**src/rtl/stat_scheduler_pkg.sv**
```systemverilog
// stat_scheduler_pkg: shared constants for the stat update scheduler.
//   - stat index encoding (upd_sel values)
//   - action index encoding (req/gnt bit positions)
//   - FSM state encoding
//   - action -> (stat, amount) lookup table
package stat_scheduler_pkg;

    // Stat indices as driven on upd_sel
    localparam logic [2:0] STAT_HUNGER    = 3'd0;
    localparam logic [2:0] STAT_HAPPINESS = 3'd1;
    localparam logic [2:0] STAT_HEALTH    = 3'd2;
    localparam logic [2:0] STAT_HYGIENE   = 3'd3;
    localparam logic [2:0] STAT_ENERGY    = 3'd4;
    localparam logic [2:0] STAT_SOCIAL    = 3'd5;

    // Action indices as bit positions in req/gnt
    localparam logic [2:0] ACT_FEED  = 3'd0;
    localparam logic [2:0] ACT_PLAY  = 3'd1;
    localparam logic [2:0] ACT_CLEAN = 3'd2;
    localparam logic [2:0] ACT_SLEEP = 3'd3;
    localparam logic [2:0] ACT_HEAL  = 3'd4;
    localparam int         NUM_ACTIONS = 5;

    // FSM state encoding
    localparam logic [1:0] ST_IDLE  = 2'd0;
    localparam logic [1:0] ST_ACT   = 2'd1;
    localparam logic [1:0] ST_DECAY = 2'd2;

    typedef struct packed {
        logic [2:0] sel;
        logic [1:0] amt;
    } act_entry_t;

    // Which stat an action raises, and by how much
    function automatic act_entry_t act_lookup(input logic [2:0] act);
        act_entry_t e;
        case (act)
            ACT_FEED:  e = '{sel: STAT_HUNGER,    amt: 2'd3};
            ACT_PLAY:  e = '{sel: STAT_HAPPINESS, amt: 2'd2};
            ACT_CLEAN: e = '{sel: STAT_HYGIENE,   amt: 2'd3};
            ACT_SLEEP: e = '{sel: STAT_ENERGY,    amt: 2'd3};
            ACT_HEAL:  e = '{sel: STAT_HEALTH,    amt: 2'd2};
            default:   e = '{sel: STAT_HUNGER,    amt: 2'd0};
        endcase
        return e;
    endfunction

endpackage

```
**src/rtl/stat_scheduler_tick_gen.sv**
```systemverilog
// tick_gen: free-running decay tick counter.
//   Counts 0..TICK_COUNT-1 while ena=1, holds its count while ena=0.
//   Ports: clk, rst_n (async active-low), ena, tick (high during the wrap cycle).
module tick_gen #(
    parameter logic [23:0] TICK_COUNT = 24'd10_000_000
) (
    input  logic clk,
    input  logic rst_n,
    input  logic ena,
    output logic tick
);

    logic [23:0] cnt;
    logic        wrap;

    assign wrap = (cnt == TICK_COUNT - 24'd1);
    // Combinational so the pulse lines up with the wrap cycle itself
    assign tick = ena && wrap;

    always_ff @(posedge clk or negedge rst_n) begin
        if (!rst_n) begin
            cnt <= '0;
        end else if (ena) begin
            cnt <= wrap ? 24'd0 : cnt + 24'd1;
        end
    end

endmodule

```
**src/rtl/stat_scheduler.sv**
```systemverilog
// stat_scheduler: arbitrates between periodic stat decay and user actions,
// issuing one stat update at a time over a valid/ready port.
//   Ports: clk, rst_n (async active-low), ena (run enable),
//          req[4:0] (level requests: feed, play, clean, sleep, heal),
//          upd_ready (sink accepts), upd_valid/upd_sel/upd_inc/upd_amt (update),
//          gnt[4:0] (one-hot pulse on action acceptance),
//          tick (decay tick pulse), tick_ovf (sticky dropped-tick flag).
//   Handshake: an update transfers on a cycle where upd_valid && upd_ready;
//   upd_sel/upd_inc/upd_amt are stable while upd_valid is high and not yet accepted.
//   Build option: define STAT_SCHED_RR_EN for round-robin action selection;
//   otherwise selection is fixed priority with feed highest.
module stat_scheduler
    import stat_scheduler_pkg::*;
#(
    parameter logic [23:0] TICK_COUNT = 24'd10_000_000
) (
    input  logic       clk,
    input  logic       rst_n,
    input  logic       ena,
    input  logic [4:0] req,
    input  logic       upd_ready,
    output logic       upd_valid,
    output logic [2:0] upd_sel,
    output logic       upd_inc,
    output logic [1:0] upd_amt,
    output logic [4:0] gnt,
    output logic       tick,
    output logic       tick_ovf
);

    logic [1:0] state;
    logic       pending;
    logic [2:0] act_idx;
    logic [2:0] pick;
    logic       found;
    logic       sweep_done;
    act_entry_t pick_entry;

    tick_gen #(.TICK_COUNT(TICK_COUNT)) u_tick_gen (
        .clk   (clk),
        .rst_n (rst_n),
        .ena   (ena),
        .tick  (tick)
    );

    assign upd_valid  = (state != ST_IDLE);
    assign gnt        = (state == ST_ACT && upd_ready) ? (5'd1 << act_idx) : 5'd0;
    assign sweep_done = (state == ST_DECAY) && upd_ready && (upd_sel == STAT_SOCIAL);
    assign pick_entry = act_lookup(pick);

`ifdef STAT_SCHED_RR_EN
    logic [2:0] ptr;
    logic [3:0] cand;

    // Search starting at the action after the last one granted
    always_comb begin
        pick  = '0;
        found = 1'b0;
        cand  = '0;
        for (int k = 0; k < NUM_ACTIONS; k++) begin
            cand = {1'b0, ptr} + 4'(k);
            if (cand >= 4'(NUM_ACTIONS)) cand = cand - 4'(NUM_ACTIONS);
            if (!found && req[cand[2:0]]) begin
                found = 1'b1;
                pick  = cand[2:0];
            end
        end
    end

    always_ff @(posedge clk or negedge rst_n) begin
        if (!rst_n) begin
            ptr <= ACT_FEED;
        end else if (state == ST_ACT && upd_ready) begin
            ptr <= (act_idx == 3'(NUM_ACTIONS - 1)) ? ACT_FEED : act_idx + 3'd1;
        end
    end
`else
    // Lowest set bit wins
    always_comb begin
        pick  = '0;
        found = |req;
        for (int k = NUM_ACTIONS - 1; k >= 0; k--) begin
            if (req[k]) pick = 3'(k);
        end
    end
`endif

    always_ff @(posedge clk or negedge rst_n) begin
        if (!rst_n) begin
            state    <= ST_IDLE;
            pending  <= 1'b0;
            tick_ovf <= 1'b0;
            act_idx  <= ACT_FEED;
            upd_sel  <= '0;
            upd_inc  <= 1'b0;
            upd_amt  <= '0;
        end else begin
            // A tick landing on the sweep's final acceptance starts a fresh pending
            // tick rather than being dropped.
            if (tick && pending && !sweep_done) tick_ovf <= 1'b1;
            pending <= (pending && !sweep_done) || tick;

            case (state)
                ST_IDLE: begin
                    if (ena && pending) begin
                        state   <= ST_DECAY;
                        upd_sel <= STAT_HUNGER;
                        upd_inc <= 1'b0;
                        upd_amt <= 2'd1;
                    end else if (ena && found) begin
                        state   <= ST_ACT;
                        act_idx <= pick;
                        upd_sel <= pick_entry.sel;
                        upd_inc <= 1'b1;
                        upd_amt <= pick_entry.amt;
                    end
                end
                ST_ACT: begin
                    if (upd_ready) state <= ST_IDLE;
                end
                ST_DECAY: begin
                    if (upd_ready) begin
                        if (upd_sel == STAT_SOCIAL) state <= ST_IDLE;
                        else upd_sel <= upd_sel + 3'd1;
                    end
                end
                default: state <= ST_IDLE;
            endcase
        end
    end

endmodule

```
**config.mk**
```make
export PLATFORM = sky130hd
export DESIGN_NAME = stat_scheduler
export DESIGN_NICKNAME = d
export VERILOG_FILES = /design/src/rtl/stat_scheduler_pkg.sv /design/src/rtl/stat_scheduler_tick_gen.sv /design/src/rtl/stat_scheduler.sv
export SDC_FILE = /design/constraint.sdc
export NUM_CORES = 1
export LEC_CHECK = 0
export ABC_AREA = 1
export CAP_MARGIN = 20
export CORE_ASPECT_RATIO = 1.75
export CORE_MARGIN = 4
export CORE_UTILIZATION = 50
export DETAILED_ROUTE_END_ITERATION = 6
export PLACE_DENSITY = 0.7
export SYNTH_ARGS = -nofsm -noshare
export SYNTH_HDL_FRONTEND = slang
export SYNTH_SLANG_ARGS = --single-unit
export TNS_END_PERCENT = 100
```
**constraint.sdc**
```tcl
create_clock -name clk -period 1.3 [get_ports clk]
set_input_delay 0.195 -clock clk [delete_from_list [all_inputs] [get_ports clk]]
set_output_delay 0.195 -clock clk [all_outputs]
set_load 0.05 [all_outputs]
```
After elaboration in Yosys (flattened, before gate mapping)
Cells that the tools add are included.
W data, S select, Z words.
{"block": "classes", "n_addsub": 2, "bitwise": 1, "n_reduce_logical": 21, "muxes": 23, "n_eq_ne": 13, "shift": 1}
{"cell": "$mux W3", "count": 9}
{"cell": "$pmux W5 S5", "count": 1}
{"cell": "$add A24 B1 Y24 const B", "count": 1}
{"cell": "$eq A24 B24 Y1 const B", "count": 1}
{"cell": "$mux W24", "count": 1}
{"cell": "$mux W2", "count": 7}
{"cell": "$logic_and A1 B1 Y1", "count": 9}
{"cell": "$reduce_and A4 Y1", "count": 2}
{"cell": "$eq A3 B2 Y1 const B", "count": 2}
{"cell": "$eq A3 B3 Y1 const B", "count": 2}
{"cell": "$ne A2 B2 Y1 const B", "count": 3}
{"cell": "$pmux W2 S3", "count": 1}
{"cell": "$pmux W3 S2", "count": 1}
{"cell": "$reduce_bool A2 Y1", "count": 3}
{"cell": "$mux W5", "count": 1}
{"cell": "$reduce_or A5 Y1", "count": 1}
{"cell": "$shl A1 B3 Y5 const A", "count": 1}
{"cell": "$add A3 B1 Y3 const B", "count": 1}
{"cell": "$eq A3 B1 Y1 const B", "count": 1}
{"cell": "$logic_not A3 Y1", "count": 1}
{"cell": "$ne A3 B3 Y1 const B", "count": 1}
{"cell": "$reduce_and A3 Y1", "count": 1}
{"cell": "$eq A2 B1 Y1 const B", "count": 1}
{"cell": "$eq A2 B2 Y1 const B", "count": 1}
{"cell": "other kinds (7)", "count": 8}
{"block": "word_totals", "in_bits": 9, "reg_bits": 37, "out_inout_bits": 14, "word_cells": 69}

Depth between registers and ports, before layout
{"block": "logic_depth", "ltp_word": 10, "depth_mapped": 10, "ltp_nobuf": 10}

Modules after synthesis
A second synthesis with hierarchy kept.
{"block": "unflattened", "cells_unflattened": 322, "area_unflattened_um2": 2329.7}
{"mod": "tick_gen", "cells_each": 220, "area_per_inst_um2": 1542.7, "seq_area_each_um2": 600.6, "n_inst": 1}
{"mod": "stat_scheduler", "cells_each": 102, "area_per_inst_um2": 787.0, "seq_area_each_um2": 325.3, "n_inst": 1}

Least setup slack after synthesis
No wires, ideal clock.
{"block": "synth_timing", "path_kind": "flip-flop to output port", "startpoint": "reg state[1]", "endpoint": "out gnt[3]", "path_slack_ps": -1053, "n_path_buf": 0, "path_stages_with_launch": 4, "t_arrival_ps": 2158, "t_required_ps": 1105, "cell_sequence": "dfrtp_1 nor3_1 inv_1 nor4_1"}
{"block": "synth_via", "elab_chain_len": 3}
{"element": "from (decl)", "line_no": "stat_scheduler.sv:31", "rtl": "logic [1:0] state;"}
{"element": "from (signal assigned)", "line_no": "stat_scheduler.sv:90", "rtl": "state <= ST_IDLE;"}
{"element": "from (signal assigned)", "line_no": "stat_scheduler.sv:106", "rtl": "state <= ST_DECAY;"}
{"element": "from (signal assigned)", "line_no": "stat_scheduler.sv:111", "rtl": "state <= ST_ACT;"}
{"element": "$eq A2 B1 Y1", "line_no": "stat_scheduler.sv:47", "rtl": "assign gnt = (state == ST_ACT && upd_ready) ? (5'd1 << act_idx) : 5'd0;"}
{"element": "$logic_and A1 B1 Y1", "line_no": "stat_scheduler.sv:47"}
{"element": "$mux W5", "line_no": "stat_scheduler.sv:47"}
{"element": "to (decl)", "line_no": "stat_scheduler.sv:26", "rtl": "output logic [4:0] gnt,"}
Every way passes these cells.

Final worst setup path
{"block": "layout_timing", "startpoint": "reg u_tick_gen.cnt[9]", "endpoint": "out tick"}
{"block": "layout_via", "elab_chain_len": 2}
{"element": "from (decl)", "line_no": "stat_scheduler_tick_gen.sv:13", "rtl": "logic [23:0] cnt;"}
{"element": "from (signal assigned)", "line_no": "stat_scheduler_tick_gen.sv:24", "rtl": "cnt <= wrap ? 24'd0 : cnt + 24'd1;"}
{"element": "$eq A24 B24 Y1", "line_no": "stat_scheduler_tick_gen.sv:16", "rtl": "assign wrap = (cnt == TICK_COUNT - 24'd1);"}
{"element": "$logic_and A1 B1 Y1", "line_no": "stat_scheduler_tick_gen.sv:18", "rtl": "assign tick = ena && wrap;"}
{"element": "to (decl)", "line_no": "stat_scheduler.sv:27", "rtl": "output logic tick,"}
Every way passes these cells.

==> metrics.txt <==
diodes inserted 0; fin area 4170 µm²; worst slew pin tran 0.389 ns; max cap viols 0; GPL Wtd Cong roughly 0.95; maximum vdd ir drop 1.19 mV; EDFF count, synth 0; H-tree depth reported by CTS 2; CP Max Fanout 2; Synth Flop Type dfrtp_1; async set or reset register ratio after synthesis 100%; Setup-failing EPs final 30; area leader, netlist dfrtp_1; vias per cell 5.59; internal power 2800 µW; Post-Place Setup Slack -0.417 ns; Clk pwr share 19.8%; ANT nets after route 0; synth warn 0; P_leak 0.00205 µW; critical path type flip-flop to primary output; layout cells sized above 1 49.4%; register share of total power 33.2%; Initial Util 51.9%; clock transition at the registers of the reported paths 0.07 ns; CP Launch Type flip-flop; count leader, synth nand2_1; violated checks negative setup slack; Area contributors post-synth dfrtp_1, nand2_1, inv_1, nor2_1, nand3_1; DR iter-0 viols 170; Post-Syn Instances ~340; Final Core Density between 80% and 90%; Sw Ratio 37.1%; HPWL after DPL 5790 µm; total iterations of the first detailed-routing run 4; vias in the first global route about 3000; max_slew headroom 74.0%; Clock Skew 0.00626 ns; core area 4710 µm²; placed inst area 3470 µm²; mapped cell area 2440 µm²; Hold WS around 0.35 ns; #FFs+latches synth 37; root buffer cell clkbuf_8; WL/cell 17.6 µm; clock buffer depth 2; Final Hold Fails 0; Pwr per Cell Area 1070 nW/µm²; Yosys cell types 35; CTS tree yes; row count 33; Synth top area share 37.9%; Routed WL approximately 9100 µm; sequential share of the synthesized area 37.9%; Final Cycle Share 131%; Hold Path Class primary input to flip-flop; Overflow after GRT 0; Crit. End Element primary output; Overall Global Routing Usage around 30%; I/O pins 23; fillcell total 218; RSZ-0062 raised after global routing yes; Logic pwr share 47.0%; IO Port Bufs 22; area delta synth->final 70.5%; full die area 6110 µm²; Period minus WS final 1.70 ns; syn avg cell area between 7 and 8 µm²; Worst-Skew Late Latency 0.29 ns; Max Fclk approximately 590 MHz; Mapped Nets 356; Die W 60.8 µm; Switch Pwr 1650 µW; CTS Buf Count 5; die height 100 µm; max-slew violations 0; status finished with violations; CTS Sinks 37; largest net degree at the start of global routing 24; drt drc 0; initial antenna violation count 0; final worst slack -0.401 ns; top cells by count, synth nand2_1, inv_1, nor2_1; Critical Path AT 1.51 ns; number of nets in the layout 477; required time of the critical path about 1.1 ns; Vias around 2900; first-pass GRT wire length 13700 µm
==> logic make-up (layout without fill, tap and decap cells) <==
group | after synthesis | count (layout) | share of synthesized area, %
DFF | 37 | 37 | 37.9
adders and majority gates | 3 | 3 | 1.54
xor gates and xnor gates | 8 | 8 | 2.87
buffers and inverters | 58 | 180 | 9.94
and+or+nand+nor | 212 | 212 | 42.0
AOI/OAI and AO/OA | 26 | 26 | 5.74
==> cells in the final DEF (no fill, tap or decap), types with 3 or more instances in the layout <==
cell type / Yosys / final
o21ai_0: 14 / 11
nand2_1: 88 / 67
nor3_4: 1 / 9
dfrtp_1: 37 / 31
o21ai_1: 2 / 4
nor3_2: 2 / 3
nand3_2: 3 / 8
nor2_2: 4 / 10
nand3_4: 0 / 5
nand2_2: 6 / 23
clkdlybuf4s50_1: 0 / 5
nor2_4: 5 / 13
clkbuf_8: 0 / 7
inv_1: 49 / 35
nor2_1: 47 / 33
buf_12: 0 / 15
nand2_4: 1 / 4
nand3_1: 31 / 21
xor2_1: 5 / 3
buf_4: 3 / 78
inv_2: 3 / 15
buf_6: 1 / 17
nand4_1: 8 / 8
a21oi_1: 5 / 4
dfrtp_2: 0 / 6
==> per-stage QoR <==
| stage | power [µW] | instances | setup TNS (ns) |
|---|---|---|---|
| final | 4460 | 518 | -6.43 |
| after global placement | 3000 | 488 | -9.27 |
| after detailed placement | 3040 | 488 | -9.94 |
| after global routing | 4680 | 518 | -8.73 |
| after floorplan | 2270 | 344 | -0.727 |
| after CTS | 4220 | 507 | -3.90 |
==> layer usage <==
layer	GRT usage (%)	vias to the layer above	wire length, µm
li1	-	1331	-
met1	28.4	1379	2880
met2	56.6	128	5110
met3	4.74	59	409
met4	18.5	0	694
met5	0	-	0
==> timing repair <==
action	4_1_cts	5_1_grt
pin swaps	23	32
setup endpoints to repair	31	39
gates cloned	0	0
hold buffers	1	0
hold endpoints to repair	14	0
resized for setup	77	46
buffers inserted	16	17
==> power groups by stage <==
stage | Clock [µW] | Sequential (µW) | Combinational (µW)
final | 881 | 1480 | 2090
after detailed placement | 0 | 1490 | 1550
after global placement | 0 | 1480 | 1520
after global routing | 949 | 1500 | 2230
after CTS | 899 | 1490 | 1830
after floorplan | 0 | 1610 | 662
==> worst paths after layout <==
path                                         from                  to  slack [ns]  depth (start not counted)
worst min register to register            upd_inc             upd_inc        0.54                          2
worst min-delay path                    upd_ready            state[0]        0.35                          3
max in group asynchronous                   rst_n  u_tick_gen.cnt[12]        0.47                          3
worst max-delay path            u_tick_gen.cnt[9]                tick       -0.40                          7
worst max register to register  u_tick_gen.cnt[1]  u_tick_gen.cnt[19]       -0.34                         12
min in group asynchronous                   rst_n  u_tick_gen.cnt[22]        0.36                          2
==> flip-flops by register name (all words and copies together), names as in the netlist <==
signal          count
act_idx             3
pending             1
state               2
tick_ovf            1
u_tick_gen.cnt     24
upd_amt             2
upd_inc             1
upd_sel             3
==> layout make-up <==
cell class	instances	area, µm²	share of cell area [%]
Clock inverter	1	5.00	0.120
Multi-Input combinational cell	249	1690	40.6
Clock buffer	7	96.3	2.31
Sequential cell	37	933	22.4
Tap cell	52	65.1	1.56
Inverter	53	211	5.08
Timing Repair Buffer	119	1160	27.9
==> critical path, cell delays in order (launching register included) <==
cell and delay [ns]:
dfrtp_1 0.45, nand2_2 0.11, inv_2 0.07, nand3_2 0.09, nor2_4 0.12, nand4_4 0.16
clkinv_4 0.09, buf_12 0.13
No activity file was read; power rests on OpenSTA's default activity.
